$ cat src/rtl/bist_pkg.sv
// Shared definitions for the BIST controller slice.
// Holds the FSM state encoding, default parameter values and a helper
// that sizes counters from their maximum value.
package bist_pkg;

  localparam int DEF_NUM_PATTERNS = 2000;
  localparam int DEF_SHIFT_LEN    = 57;
  localparam int DEF_SEED_CYCLES  = 16;
  localparam int DEF_SIG_W        = 16;

  typedef enum logic [2:0] {
    S_IDLE,
    S_SEED,
    S_SHIFT,
    S_CAPTURE,
    S_UNLOAD,
    S_COMPARE,
    S_DONE
  } bist_state_t;

  // Bits needed to hold 0..max_val, never less than one bit.
  function automatic int cnt_width(input int max_val);
    return (max_val < 1) ? 1 : $clog2(max_val + 1);
  endfunction

endpackage

$ cat src/rtl/bist_counter.sv
// Loadable down-counter with terminal-count flag.
// Ports:
//   clk, rst  - clock, asynchronous active-high reset
//   clr       - synchronous clear to zero (highest priority)
//   load      - load load_val
//   load_val  - value to load
//   dec       - decrement by one; holds at zero
//   count     - current value
//   tc        - terminal count, high when count is zero
module bist_counter #(
  parameter int W = 8
) (
  input  logic         clk,
  input  logic         rst,
  input  logic         clr,
  input  logic         load,
  input  logic [W-1:0] load_val,
  input  logic         dec,
  output logic [W-1:0] count,
  output logic         tc
);

  always_ff @(posedge clk or posedge rst) begin
    if (rst) begin
      count <= '0;
    end else if (clr) begin
      count <= '0;
    end else if (load) begin
      count <= load_val;
    end else if (dec && (count != '0)) begin
      count <= count - W'(1);
    end
  end

  assign tc = (count == '0);

endmodule

$ cat src/rtl/bist_controller.sv
// Logic-BIST sequencer: seeds the pattern LFSR, shifts NUM_PATTERNS scan
// patterns through the CUT with a capture cycle after each, unloads the
// last response into the MISR, then compares the MISR against the golden
// signature.
// Ports:
//   clk, rst      - clock, asynchronous active-high reset
//   bistmode      - level run request; dropping it aborts a run
//   misr_sig      - current MISR contents
//   golden_sig    - expected fault-free signature
//   lfsr_en       - advance pattern LFSR
//   misr_en       - compact scan-out into MISR
//   misr_clear    - clear MISR
//   cut_scanmode  - 1 = scan shift, 0 = functional capture
//   busy          - run in progress
//   bistdone      - run complete, held until bistmode drops
//   bistpass      - signature matched (valid while bistdone)
module bist_controller
  import bist_pkg::*;
#(
  parameter int NUM_PATTERNS = DEF_NUM_PATTERNS,
  parameter int SHIFT_LEN    = DEF_SHIFT_LEN,
  parameter int SEED_CYCLES  = DEF_SEED_CYCLES,
  parameter int SIG_W        = DEF_SIG_W
) (
  input  logic             clk,
  input  logic             rst,
  input  logic             bistmode,
  input  logic [SIG_W-1:0] misr_sig,
  input  logic [SIG_W-1:0] golden_sig,
  output logic             lfsr_en,
  output logic             misr_en,
  output logic             misr_clear,
  output logic             cut_scanmode,
  output logic             busy,
  output logic             bistdone,
  output logic             bistpass
);

  if (NUM_PATTERNS < 1) begin : g_bad_num_patterns
    $error("bist_controller: NUM_PATTERNS must be >= 1");
  end
  if (SHIFT_LEN < 1) begin : g_bad_shift_len
    $error("bist_controller: SHIFT_LEN must be >= 1");
  end
  if (SEED_CYCLES < 1) begin : g_bad_seed_cycles
    $error("bist_controller: SEED_CYCLES must be >= 1");
  end
  if (SIG_W < 1) begin : g_bad_sig_w
    $error("bist_controller: SIG_W must be >= 1");
  end

  localparam int PH_MAX = ((SEED_CYCLES > SHIFT_LEN) ? SEED_CYCLES : SHIFT_LEN) - 1;
  localparam int PH_W   = cnt_width(PH_MAX);
  localparam int PAT_W  = cnt_width(NUM_PATTERNS - 1);

  localparam logic [PH_W-1:0]  PH_SEED_LOAD  = PH_W'(SEED_CYCLES - 1);
  localparam logic [PH_W-1:0]  PH_SHIFT_LOAD = PH_W'(SHIFT_LEN - 1);
  localparam logic [PAT_W-1:0] PAT_LOAD      = PAT_W'(NUM_PATTERNS - 1);

  bist_state_t state, state_nxt;
  logic        done_nxt, pass_nxt;

  logic             ph_clr, ph_load, ph_dec, ph_tc;
  logic [PH_W-1:0]  ph_val, ph_count;
  logic             pat_clr, pat_load, pat_dec, pat_tc;
  logic [PAT_W-1:0] pat_count;
  logic             active;

  // Phase counter times SEED / SHIFT / UNLOAD; it is loaded with length-1
  // on entry so its terminal count marks the last cycle of the phase.
  bist_counter #(.W(PH_W)) u_phase_cnt (
    .clk      (clk),
    .rst      (rst),
    .clr      (ph_clr),
    .load     (ph_load),
    .load_val (ph_val),
    .dec      (ph_dec),
    .count    (ph_count),
    .tc       (ph_tc)
  );

  // Pattern counter holds patterns still to apply after the current one;
  // its load value therefore identifies the first pattern.
  bist_counter #(.W(PAT_W)) u_pattern_cnt (
    .clk      (clk),
    .rst      (rst),
    .clr      (pat_clr),
    .load     (pat_load),
    .load_val (PAT_LOAD),
    .dec      (pat_dec),
    .count    (pat_count),
    .tc       (pat_tc)
  );

  always_ff @(posedge clk or posedge rst) begin
    if (rst) begin
      state    <= S_IDLE;
      bistdone <= 1'b0;
      bistpass <= 1'b0;
    end else begin
      state    <= state_nxt;
      bistdone <= done_nxt;
      bistpass <= pass_nxt;
    end
  end

  assign active = (state != S_IDLE) && (state != S_DONE);

  always_comb begin
    state_nxt = state;
    done_nxt  = bistdone;
    pass_nxt  = bistpass;
    ph_clr    = 1'b0;
    ph_load   = 1'b0;
    ph_val    = PH_SHIFT_LOAD;
    ph_dec    = 1'b0;
    pat_clr   = 1'b0;
    pat_load  = 1'b0;
    pat_dec   = 1'b0;

    if (active && !bistmode) begin
      state_nxt = S_IDLE;
      ph_clr    = 1'b1;
      pat_clr   = 1'b1;
      done_nxt  = 1'b0;
      pass_nxt  = 1'b0;
    end else begin
      unique case (state)
        S_IDLE: begin
          if (bistmode) begin
            state_nxt = S_SEED;
            ph_load   = 1'b1;
            ph_val    = PH_SEED_LOAD;
            pat_load  = 1'b1;
            done_nxt  = 1'b0;
            pass_nxt  = 1'b0;
          end
        end
        S_SEED: begin
          ph_dec = |ph_count;
          if (ph_tc) begin
            state_nxt = S_SHIFT;
            ph_load   = 1'b1;
          end
        end
        S_SHIFT: begin
          ph_dec = |ph_count;
          if (ph_tc) begin
            state_nxt = S_CAPTURE;
          end
        end
        S_CAPTURE: begin
          ph_load = 1'b1;
          if (pat_tc) begin
            state_nxt = S_UNLOAD;
          end else begin
            state_nxt = S_SHIFT;
            pat_dec   = 1'b1;
          end
        end
        S_UNLOAD: begin
          ph_dec = |ph_count;
          if (ph_tc) begin
            state_nxt = S_COMPARE;
          end
        end
        S_COMPARE: begin
          state_nxt = S_DONE;
          done_nxt  = 1'b1;
          pass_nxt  = (misr_sig == golden_sig);
        end
        S_DONE: begin
          if (!bistmode) begin
            state_nxt = S_IDLE;
            done_nxt  = 1'b0;
            ph_clr    = 1'b1;
            pat_clr   = 1'b1;
          end
        end
        default: begin
          state_nxt = S_IDLE;
        end
      endcase
    end
  end

  always_comb begin
    lfsr_en      = 1'b0;
    misr_en      = 1'b0;
    misr_clear   = 1'b0;
    cut_scanmode = 1'b0;
    busy         = active;
    unique case (state)
      S_SEED: begin
        lfsr_en    = 1'b1;
        misr_clear = 1'b1;
      end
      S_SHIFT: begin
        lfsr_en      = 1'b1;
        cut_scanmode = 1'b1;
        // The first pattern's shift-out is the uninitialised chain.
        misr_en      = (pat_count != PAT_LOAD);
      end
      S_UNLOAD: begin
        cut_scanmode = 1'b1;
        misr_en      = 1'b1;
      end
      default: ;
    endcase
  end

endmodule

$ cat config.mk
export PLATFORM = sky130hd
export DESIGN_NAME = bist_controller
export DESIGN_NICKNAME = d
export VERILOG_FILES = /design/src/rtl/bist_pkg.sv /design/src/rtl/bist_counter.sv /design/src/rtl/bist_controller.sv
export SDC_FILE = /design/constraint.sdc
export NUM_CORES = 1
export LEC_CHECK = 0
export CORE_ASPECT_RATIO = 1.75
export CORE_MARGIN = 4
export CORE_UTILIZATION = 34
export CTS_BUF_LIST = sky130_fd_sc_hd__clkbuf_4 sky130_fd_sc_hd__clkbuf_8 sky130_fd_sc_hd__clkbuf_16
export CTS_CLUSTER_DIAMETER = 100
export DETAILED_ROUTE_END_ITERATION = 12
export HOLD_SLACK_MARGIN = 0.05
export PLACE_DENSITY_LB_ADDON = 0.1
export SKIP_CTS_REPAIR_TIMING = 1
export SYNTH_ARGS = -nofsm -noshare
export SYNTH_HDL_FRONTEND = slang
export SYNTH_SLANG_ARGS = --single-unit
$ cat constraint.sdc
create_clock -name clk -period 6.6 [get_ports clk]
set_input_delay 1.32 -clock clk [delete_from_list [all_inputs] [get_ports clk]]
set_output_delay 1.32 -clock clk [all_outputs]
set_load 0.02 [all_outputs]
Word-level counts from Yosys, hierarchy flattened
Index checks and enable logic that the tools add are counted.

Bits of input ports: 35. Logic and storage cells: 84. Output and inout port bits: 7. Flip-flop bits (word level): 22.

Eq/ne operators: 14. Mux-type cells: 41. Reduce and logical (&&, ||, !) cells: 22. Add/subtract/negate cells: 2.

Operators by type and width (count): two-way mux 6 bit (6); two-way mux 11 bit (3); two-way mux 3 bit (7); one-hot mux 3 bit (7 select lines) (1); two-way mux 1 bit (20); inequality test 3 bit (second input constant) (6); == test 16 bit (1); nonzero test 3 bit (4); zero test 11 bit (1); inequality test 11 bit (second input constant) (1); nonzero test 11 bit (1); subtractor 11 x 1 -> 11 bit (second input constant) (1); == test 3 bit (second input constant) (3); == test 3 x 2 -> 1 bit (second input constant) (2); zero test 6 bit (1); one-hot mux 1 bit (3 select lines) (2); nonzero test 6 bit (1); OR reduction 6 bit (1); subtractor 6 x 1 -> 6 bit (second input constant) (1); AND reduction 5 bit (1); logical AND 1 bit (4); one-hot mux 1 bit (2 select lines) (2); nonzero test 4 bit (1); OR reduction 2 bit (2); 6 further kinds (6).

Longest topological paths before layout
Gate-level depths: netlist (run 1).

Word-level depth: 8. Depth in mapped cells: 8. Gate-level depth less buffers: 7.

Modules after synthesis
From an unflattened synthesis (run 1), not the netlist that was laid out.

Cells, all modules: 226. Area total of the unflattened synthesis: 1870.5 um^2.

Modules (own cells, without submodules): bist_counter at u_pattern_cnt (cells an instance 85, seq. area each 275.3 um^2, area an instance 749.5 um^2, instances 1); bist_controller (cells an instance 88, seq. area each 125.1 um^2, area an instance 673.1 um^2, instances 1); bist_counter at u_phase_cnt (cells an instance 53, seq. area each 150.1 um^2, area an instance 447.9 um^2, instances 1).

Worst setup path after synthesis (run 1)
Ideal clock, no wire load.

Path kind: flip-flop to output port. Start: register u_pattern_cnt.count[0]. End: output port misr_en. Arrival time: 1477 ps. Stages on the path, launching flop included: 6. Slack: 3803 ps. Required time: 5280 ps. Cells stage by stage: dfrtp_1 -> ha_1 -> nand4_1 -> or4_2 -> a21oi_1 -> nor2_1.

Cells in the longest elaborated chain, start to end: 2.

RTL lines: start: declaration (line bist_counter.sv:19) `output logic [W-1:0] count,`; start signal: assignment (line bist_counter.sv:29) `count <= load_val;`; start signal: assignment (line bist_counter.sv:31) `count <= count - W'(1);`; inequality test 11 bit (line bist_controller.sv:202) `misr_en = (pat_count != PAT_LOAD);`; one-hot mux 1 bit (2 select lines) (line bist_controller.sv:193) `unique case (state)`; end: declaration (line bist_controller.sv:31) `output logic misr_en,`.

Every way passes these cells.

Worst setup path in the final report (run 1)
Same ends and word-level chain as after synthesis.

==> results.md, run 1 <==
• result of the run: complete, no violations
• highest attainable clock frequency: 0.271 GHz
• largest stage delay on the critical path: 0.64 ns
• fillcell total: 459
• syn nets: 233
• critical path data arrival time: 2.37 ns
• number of maximum-capacitance constraint violations: 0
• average routed wire per standard cell: 15.4 microns
• pwr dens: 285 nW/um^2
• sequential cell area fraction in the yosys report: 33.6%
• total clock sinks: 22
• sequential cell fraction of total power: 40.7%
• max-slew headroom at the worst pin: 39.4%
• sum of overflow across all layers after global routing: 0
• power dissipated by switching net loads: 0.000249 W
• clock period minus worst slack: 3.69 ns
• vias in the first global route: 1552
• clock insertion delay at the later pin of the skew report: 0.26 ns
• placed cell area: 2070 sq um
• cell chosen for the clock root: clkbuf_8
• Hold/Removal Path Class: flip-flop to flip-flop
• Static Leakage: 0.833 nW
• via/cell ratio: 5.55
• hold violation count in the final report: 0
• fraction of layout cells with a size suffix above 1: 5.22%
• remaining design rule violation count: 0
• most frequently used flop master after synthesis: dfrtp_1
• number of H-tree levels: 1
• clock power share: 16.5%
• total CTS buffers: 3
• fraction of registers with async set/reset: 100%
• Synth Warn #: 0
• share of total power in combinational logic: 42.8%
• count of mapped cells out of synthesis: 193
• setup repair after global routing missed its margin: false
• clock tree from TritonCTS: yes
• height of the chip: 99.9 microns
• final worst slack: 2.91 ns
• detailed-routing iteration count for the pre-antenna-repair pass: 4
• startpoint type of the worst setup path: flip-flop
• synthesis-to-finish area growth: 29.8%
• Final Cell Area: 2130 sq um
• Horiz. Die Dim: 60.5 microns
• Std-Cell Core Area: 4670 sq um
• mean instance size in the synthesized netlist: 8.50 sq um
• violation count after the first detailed-route iteration: 52
• start-to-end type of the worst setup path: flip-flop to primary output
• # rows: 33
• crit path max fanout: 6
• pin count of the biggest net entering global routing: 23
• number of pins exceeding their max-slew limit in the final report: 0
• largest clock skew in the final design: 0.00343 ns
• IO Count: 42
• nets: 271
• setup TNS: 0 ns
• Final Cycle Share: 55.9%
• cell area after synthesis: 1640 sq um
• number of nets still failing antenna checks after routing: 0
• Final HPWL DP: 3420 microns
• ordered list of cells on the worst path: ha_1 -> nand4_1 -> or4_2 -> a21oi_1 -> nor2_1 -> clkdlybuf4s50_1
• global-route usage over all layers: 14.7%
• CP Data Required Time: 5.28 ns
• maximum vdd ir drop: 0.147 mV
• global-route wire length before repair: 6780 microns
• DP Worst Slack: 3.20 ns
• initial antenna violation count: 0
• initial standard-cell utilization of the core: 35.2%
• endpoint type of the worst setup path: primary output
• number of vias after detailed routing: 1565
• clock input transition at the sequential cells of the worst setup and hold paths: 0.09 ns
• DP Cell Count: 278
• overall routed net length: 4330 microns
• gp weighted congestion: 0.806
• net switching share of the total power: 40.9%
• EDFF count, synth: 0
• measured slew at the worst slew-check pin: 0.908 ns
• count of buffers inserted at the top-level ports: 41
• number of buffers between clock root and the deepest sink: 2
• count of antenna diodes in the layout: 0
• final setup fails: 0
• Non-Filler Instances: 282
• CP max-delay cell: or4_2
• count of distinct cell types in the synthesized netlist: 49
• Int Pwr: 0.000359 W
• register bit count reported by yosys: 22
• area enclosed by the die boundary: 6040 sq um
[registers in the layout, indices dropped and copies added, names as in the netlist]
signal,count
state,3
u_phase_cnt.count,6
bistdone,1
bistpass,1
u_pattern_cnt.count,11
[critical path: cells and delay by family, from the launching register on]
family / cells / cell delay, ns
fa+ha+maj: 1 / 0.17
buf+inv: 1 / 0.55
flops: 1 / 0.44
compound gates: 1 / 0.17
simple gates: 3 / 0.77
[layout make-up]
class	instances	area (sq um)	area share, %
tap	52	65.1	3.06
clock buffer	4	55.1	2.59
sequential	22	551	25.9
inverter	9	33.8	1.59
timing repair buffer	41	410	19.3
multi-input combinational	154	1010	47.6
[Yosys cell counts, drive strengths merged (2+ instances only)]
master	number	area (sq um)
dfrtp	22	551
xor2	20	175
o21ai	15	75.1
nand2	14	52.6
nor2	14	52.6
a21oi	11	55.1
inv	9	33.8
nand3	7	40.0
nor3	7	35.0
nor4	7	50.1
clkbuf	6	22.5
nand4	6	37.5
ha	5	62.6
nor2b	4	25.0
or4	4	38.8
xnor2	4	35.0
a31oi	3	18.8
nand2b	3	18.8
o211ai	3	22.5
o22a	3	26.3
or3	3	21.3
a41oi	2	17.5
buf	2	18.8
[placed cells by master (no fill, tap or decap), types with 4 or more instances in the layout]
cell / count
xnor2_1: 4
clkdlybuf4s50_1: 41
dfrtp_1: 22
o21ai_1: 4
nor2b_1: 4
nand2_1: 14
xor2_1: 20
a21oi_1: 11
ha_1: 5
clkbuf_8: 4
nor3_1: 7
nand3_1: 6
inv_1: 9
nand4_1: 6
nor4_1: 6
nor2_1: 14
o21ai_0: 11
[power by group through the flow]
stage,Combinational (W),Clock [W],Sequential [W]
final,0.000260,0.000100,0.000247
after CTS,0.000263,0.000102,0.000245
after detailed placement,0.000263,0,0.000247
after floorplan,0.000196,0,0.000223
after global placement,0.000262,0,0.000247
after global routing,0.000292,0.000105,0.000254
[path summary, 6_finish.rpt]
| path | from | endpoint | slack, ns | cells after the start |
|---|---|---|---|---|
| max in group asynchronous | rst | u_pattern_cnt.count[0]$_DFFE_PP0P_ | 4.50 | 2 |
| worst max register to register | u_pattern_cnt.count[0]$_DFFE_PP0P_ | u_pattern_cnt.count[6]$_DFFE_PP0P_ | 4.23 | 7 |
| worst max-delay path | u_pattern_cnt.count[0]$_DFFE_PP0P_ | misr_en | 2.91 | 6 |
| worst min register to register | u_phase_cnt.count[0]$_DFFE_PP0P_ | u_phase_cnt.count[0]$_DFFE_PP0P_ | 0.49 | 1 |
| min in group asynchronous | rst | u_phase_cnt.count[1]$_DFFE_PP0P_ | 1.54 | 2 |
| worst min-delay path | u_phase_cnt.count[0]$_DFFE_PP0P_ | u_phase_cnt.count[0]$_DFFE_PP0P_ | 0.49 | 1 |
[routing by layer]
| metal | share of wire [%] | global-route usage, % | vias to the layer above |
|---|---|---|---|
| met4 | 1.9 | 5.34 | 0 |
| li1 | - | - | 780 |
| met1 | 37 | 14.5 | 718 |
| met2 | 56 | 28.9 | 59 |
| met3 | 4.9 | 2.32 | 8 |
| met5 | 0 | 0 | - |
[per-stage QoR]
stage | hold slack (ns) | utilization, % | total power, W
global placement | 0.463 | 44.5 | 0.000509
floorplan | 0.444 | - | 0.000419
detailed placement | 0.470 | 44.5 | 0.000510
CTS | 0.487 | 45.6 | 0.000611
finish | 0.490 | 45.6 | 0.000607
global route | 0.518 | 45.6 | 0.000652
[logic make-up (layout without fill, tap and decap cells)]
family                   count (synthesis)  after routing  share of synthesized area [%]
AND/OR/NAND/NOR                         76             76                           26.1
flip-flops                              22             22                           33.6
AO/OA/AOI/OAI                           49             49                           19.1
buffers and inverters                   17             54                           4.58
XOR/XNOR                                24             24                           12.8
adder cells (fa/ha/maj)                  5              5                           3.81
Note: power is estimated with default switching activity, not from simulation.
==> run 2, diff against run 1 <==
Clock period 6.6 ns to 3.2 ns, I/O delays scaled along.
==> run 2 against run 1 <==
Compared with the run above: non-clock buffer count increased by 3; final cell count increased by 1.1%; sequential share of layout area decreased by 0.27 points; first-iteration DRC count decreased by 7.7%; combinational power increased by 110%; utilization increased by 0.48 points; highest routed layer unchanged.
==> results.md, run 2 (synthesis results as in run 1) <==
• number of nets still failing antenna checks after routing: 0, unchanged
• fraction of layout cells with a size suffix above 1: 6.44%, was 5.22%
• number of flip-flops in the largest register: 11, unchanged
• clock input transition at the sequential cells of the worst setup and hold paths: 0.08 ns, was 0.09 ns
• clock insertion delay at the later pin of the skew report: 0.27 ns, was 0.26 ns
• Top Registers: u_pattern_cnt.count (11), u_phase_cnt.count (6), state (3), unchanged
• Horiz. Die Dim: 60.5 microns, unchanged
• count of antenna diodes in the layout: 0, unchanged
• overall routed net length: 4250 microns, was 4330 microns
• startpoint type of the worst setup path: flip-flop, unchanged
• leading cell type in the layout, fill and taps excluded: clkdlybuf4s50_1, unchanged
• register with the most flip-flops: u_pattern_cnt.count, unchanged
• Highest Signal Layer: met4, unchanged
• cell chosen for the clock root: clkbuf_8, unchanged
• met2 WL post-DR: 2410 microns, was 2450 microns
• power dissipated by switching net loads: 0.000510 W, was 0.000249 W
• final setup fails: 0, unchanged
• total clock sinks: 22, unchanged
• nets: 274, was 271
• Non-Filler Instances: 285, was 282
• Int Pwr: 0.000748 W, was 0.000359 W
• clock tree from TritonCTS: yes, unchanged
• initial standard-cell utilization of the core: 35.2%, unchanged
• number of buffers between clock root and the deepest sink: 2, unchanged
• measured slew at the worst slew-check pin: 0.892 ns, was 0.908 ns
• total CTS buffers: 3, unchanged
• synthesis-to-finish area growth: 31.2%, was 29.8%
• Final HPWL DP: 3440 microns, was 3420 microns
• remaining design rule violation count: 0, unchanged
• violation count after the first detailed-route iteration: 48, was 52
• share of total power in combinational logic: 43.5%, was 42.8%
• most used cells in the layout excluding fill and tap cells: clkdlybuf4s50_1 (41), dfrtp_1 (22), xor2_1 (20), nor2_1 (14), nand2_1 (14), unchanged
• Final Cycle Share: 94.0%
• sum of overflow across all layers after global routing: 0, unchanged
• clock power share: 16.3%, was 16.5%
• detailed-routing iteration count for the pre-antenna-repair pass: 4, unchanged
• hold violation count in the final report: 0, unchanged
• maximum vdd ir drop: 0.275 mV, was 0.147 mV
• IO Count: 42, unchanged
• number of vias after detailed routing: 1581, was 1565
• net switching share of the total power: 40.6%, was 40.9%
• number of maximum-capacitance constraint violations: 0, unchanged
• CP Data Required Time: 2.56 ns, was 5.28 ns
• # rows: 33, unchanged
• clock period minus worst slack: 3.01 ns
• Met1 Wirelength: 1540 microns, was 1590 microns
• average routed wire per standard cell: 14.9 microns, was 15.4 microns
• pin count of the biggest net entering global routing: 23, unchanged
• pwr dens: 584 nW/um^2, was 285 nW/um^2
• setup repair after global routing missed its margin: false, unchanged
• global-route wire length before repair: 7250 microns, was 6780 microns
• endpoint type of the worst setup path: primary output, unchanged
• count of buffers inserted at the top-level ports: 41, unchanged
• vias in the first global route: 1648, was 1552
• setup TNS: 0 ns, unchanged
• Hold/Removal Path Class: flip-flop to flip-flop, unchanged
• crit path max fanout: 6, unchanged
• height of the chip: 99.9 microns, unchanged
• Static Leakage: 0.848 nW, was 0.833 nW
• initial antenna violation count: 0, unchanged
• Std-Cell Core Area: 4670 sq um, unchanged
• number of H-tree levels: 1, unchanged
• result of the run: complete, no violations, unchanged
• fillcell total: 483, was 459
• largest clock skew in the final design: 0.00258 ns, was 0.00343 ns
• via/cell ratio: 5.55, about the same
• length of routed met3 wiring: 175 microns, was 213 microns
• number of pins exceeding their max-slew limit in the final report: 0, unchanged
• global-route usage over all layers: 15.7%, was 14.7%
• area enclosed by the die boundary: 6040 sq um, unchanged
• max-slew headroom at the worst pin: 40.5%, was 39.4%
• highest attainable clock frequency: 0.332 GHz
• DP Cell Count: 281, was 278
• sequential cell fraction of total power: 40.2%, was 40.7%
• gp weighted congestion: 0.792, was 0.806
• critical path data arrival time: 2.37 ns, about the same
• start-to-end type of the worst setup path: flip-flop to primary output, unchanged
run 2: changes by cell type in the layout (fill, tap and decap cells not counted), sizes merged:
cell,before,now
buf,0,3
run 2: path summary, 6_finish.rpt:
path | start | to | slack (ns) | cells past startpoint
min reg2reg | bistpass$_DFFE_PP0P_ | bistpass$_DFFE_PP0P_ | 0.49 | 2
max | u_pattern_cnt.count[0]$_DFFE_PP0P_ | misr_en | 0.19 | 6
max reg2reg | u_pattern_cnt.count[0]$_DFFE_PP0P_ | u_pattern_cnt.count[7]$_DFFE_PP0P_ | 0.92 | 7
min | bistpass$_DFFE_PP0P_ | bistpass$_DFFE_PP0P_ | 0.49 | 2
min in group asynchronous | rst | u_pattern_cnt.count[7]$_DFFE_PP0P_ | 0.85 | 2
max in group asynchronous | rst | u_pattern_cnt.count[8]$_DFFE_PP0P_ | 1.79 | 2
run 2: cell type report:
type,count,area [sq um],share of cell area (%)
clock buffers,4,55.1,2.56
inverters,9,33.8,1.57
multi-input cells,154,1010,47.2
flip-flops and latches,22,551,25.6
well taps,52,65.1,3.02
repair buffers,44,433,20.1
run 2: worst max-delay path: stages, from the launching register on:
cell and delay [ns]:
dfrtp_1 0.43, ha_1 0.17, nand4_1 0.09, or4_2 0.64, a21oi_1 0.16, nor2_1 0.05, clkdlybuf4s50_1 0.55
run 2: power groups by stage:
stage	Clock [W]	Sequential [W]	Combinational, W
6_report	0.000205	0.000506	0.000548
5_1_grt	0.000226	0.000526	0.000615
4_1_cts	0.000213	0.000504	0.000558
3_5_place_dp	0	0.000508	0.000554
3_3_place_gp	0	0.000507	0.000551
2_1_floorplan	0	0.000461	0.000404
run 2: per-stage QoR:
step	hold slack [ns]	power (W)	utilization [%]	area, sq um	worst slack, ns
6_report	0.491	0.00126	46.1	2150	0.192
3_3_place_gp	0.463	0.00106	44.9	2100	0.503
2_1_floorplan	0.444	0.000865	-	1640	1.08
5_1_grt	0.525	0.00137	46.1	2150	0.0636
3_5_place_dp	0.471	0.00106	44.9	2100	0.468
4_1_cts	0.489	0.00127	46.1	2150	0.161
run 2: per-layer routing:
metal	track usage (%)	vias to the layer above
li1	-	789
met1	15.4	732
met2	29.9	49
met3	2.45	11
met4	8.01	0
met5	0	-
==> run 3, diff against run 2 <==
Settings changed: HOLD_SLACK_MARGIN 0.05 to default.
==> results of run 3 <==
Same layout as run 2: the final DEF is identical, and so are final timing and power.
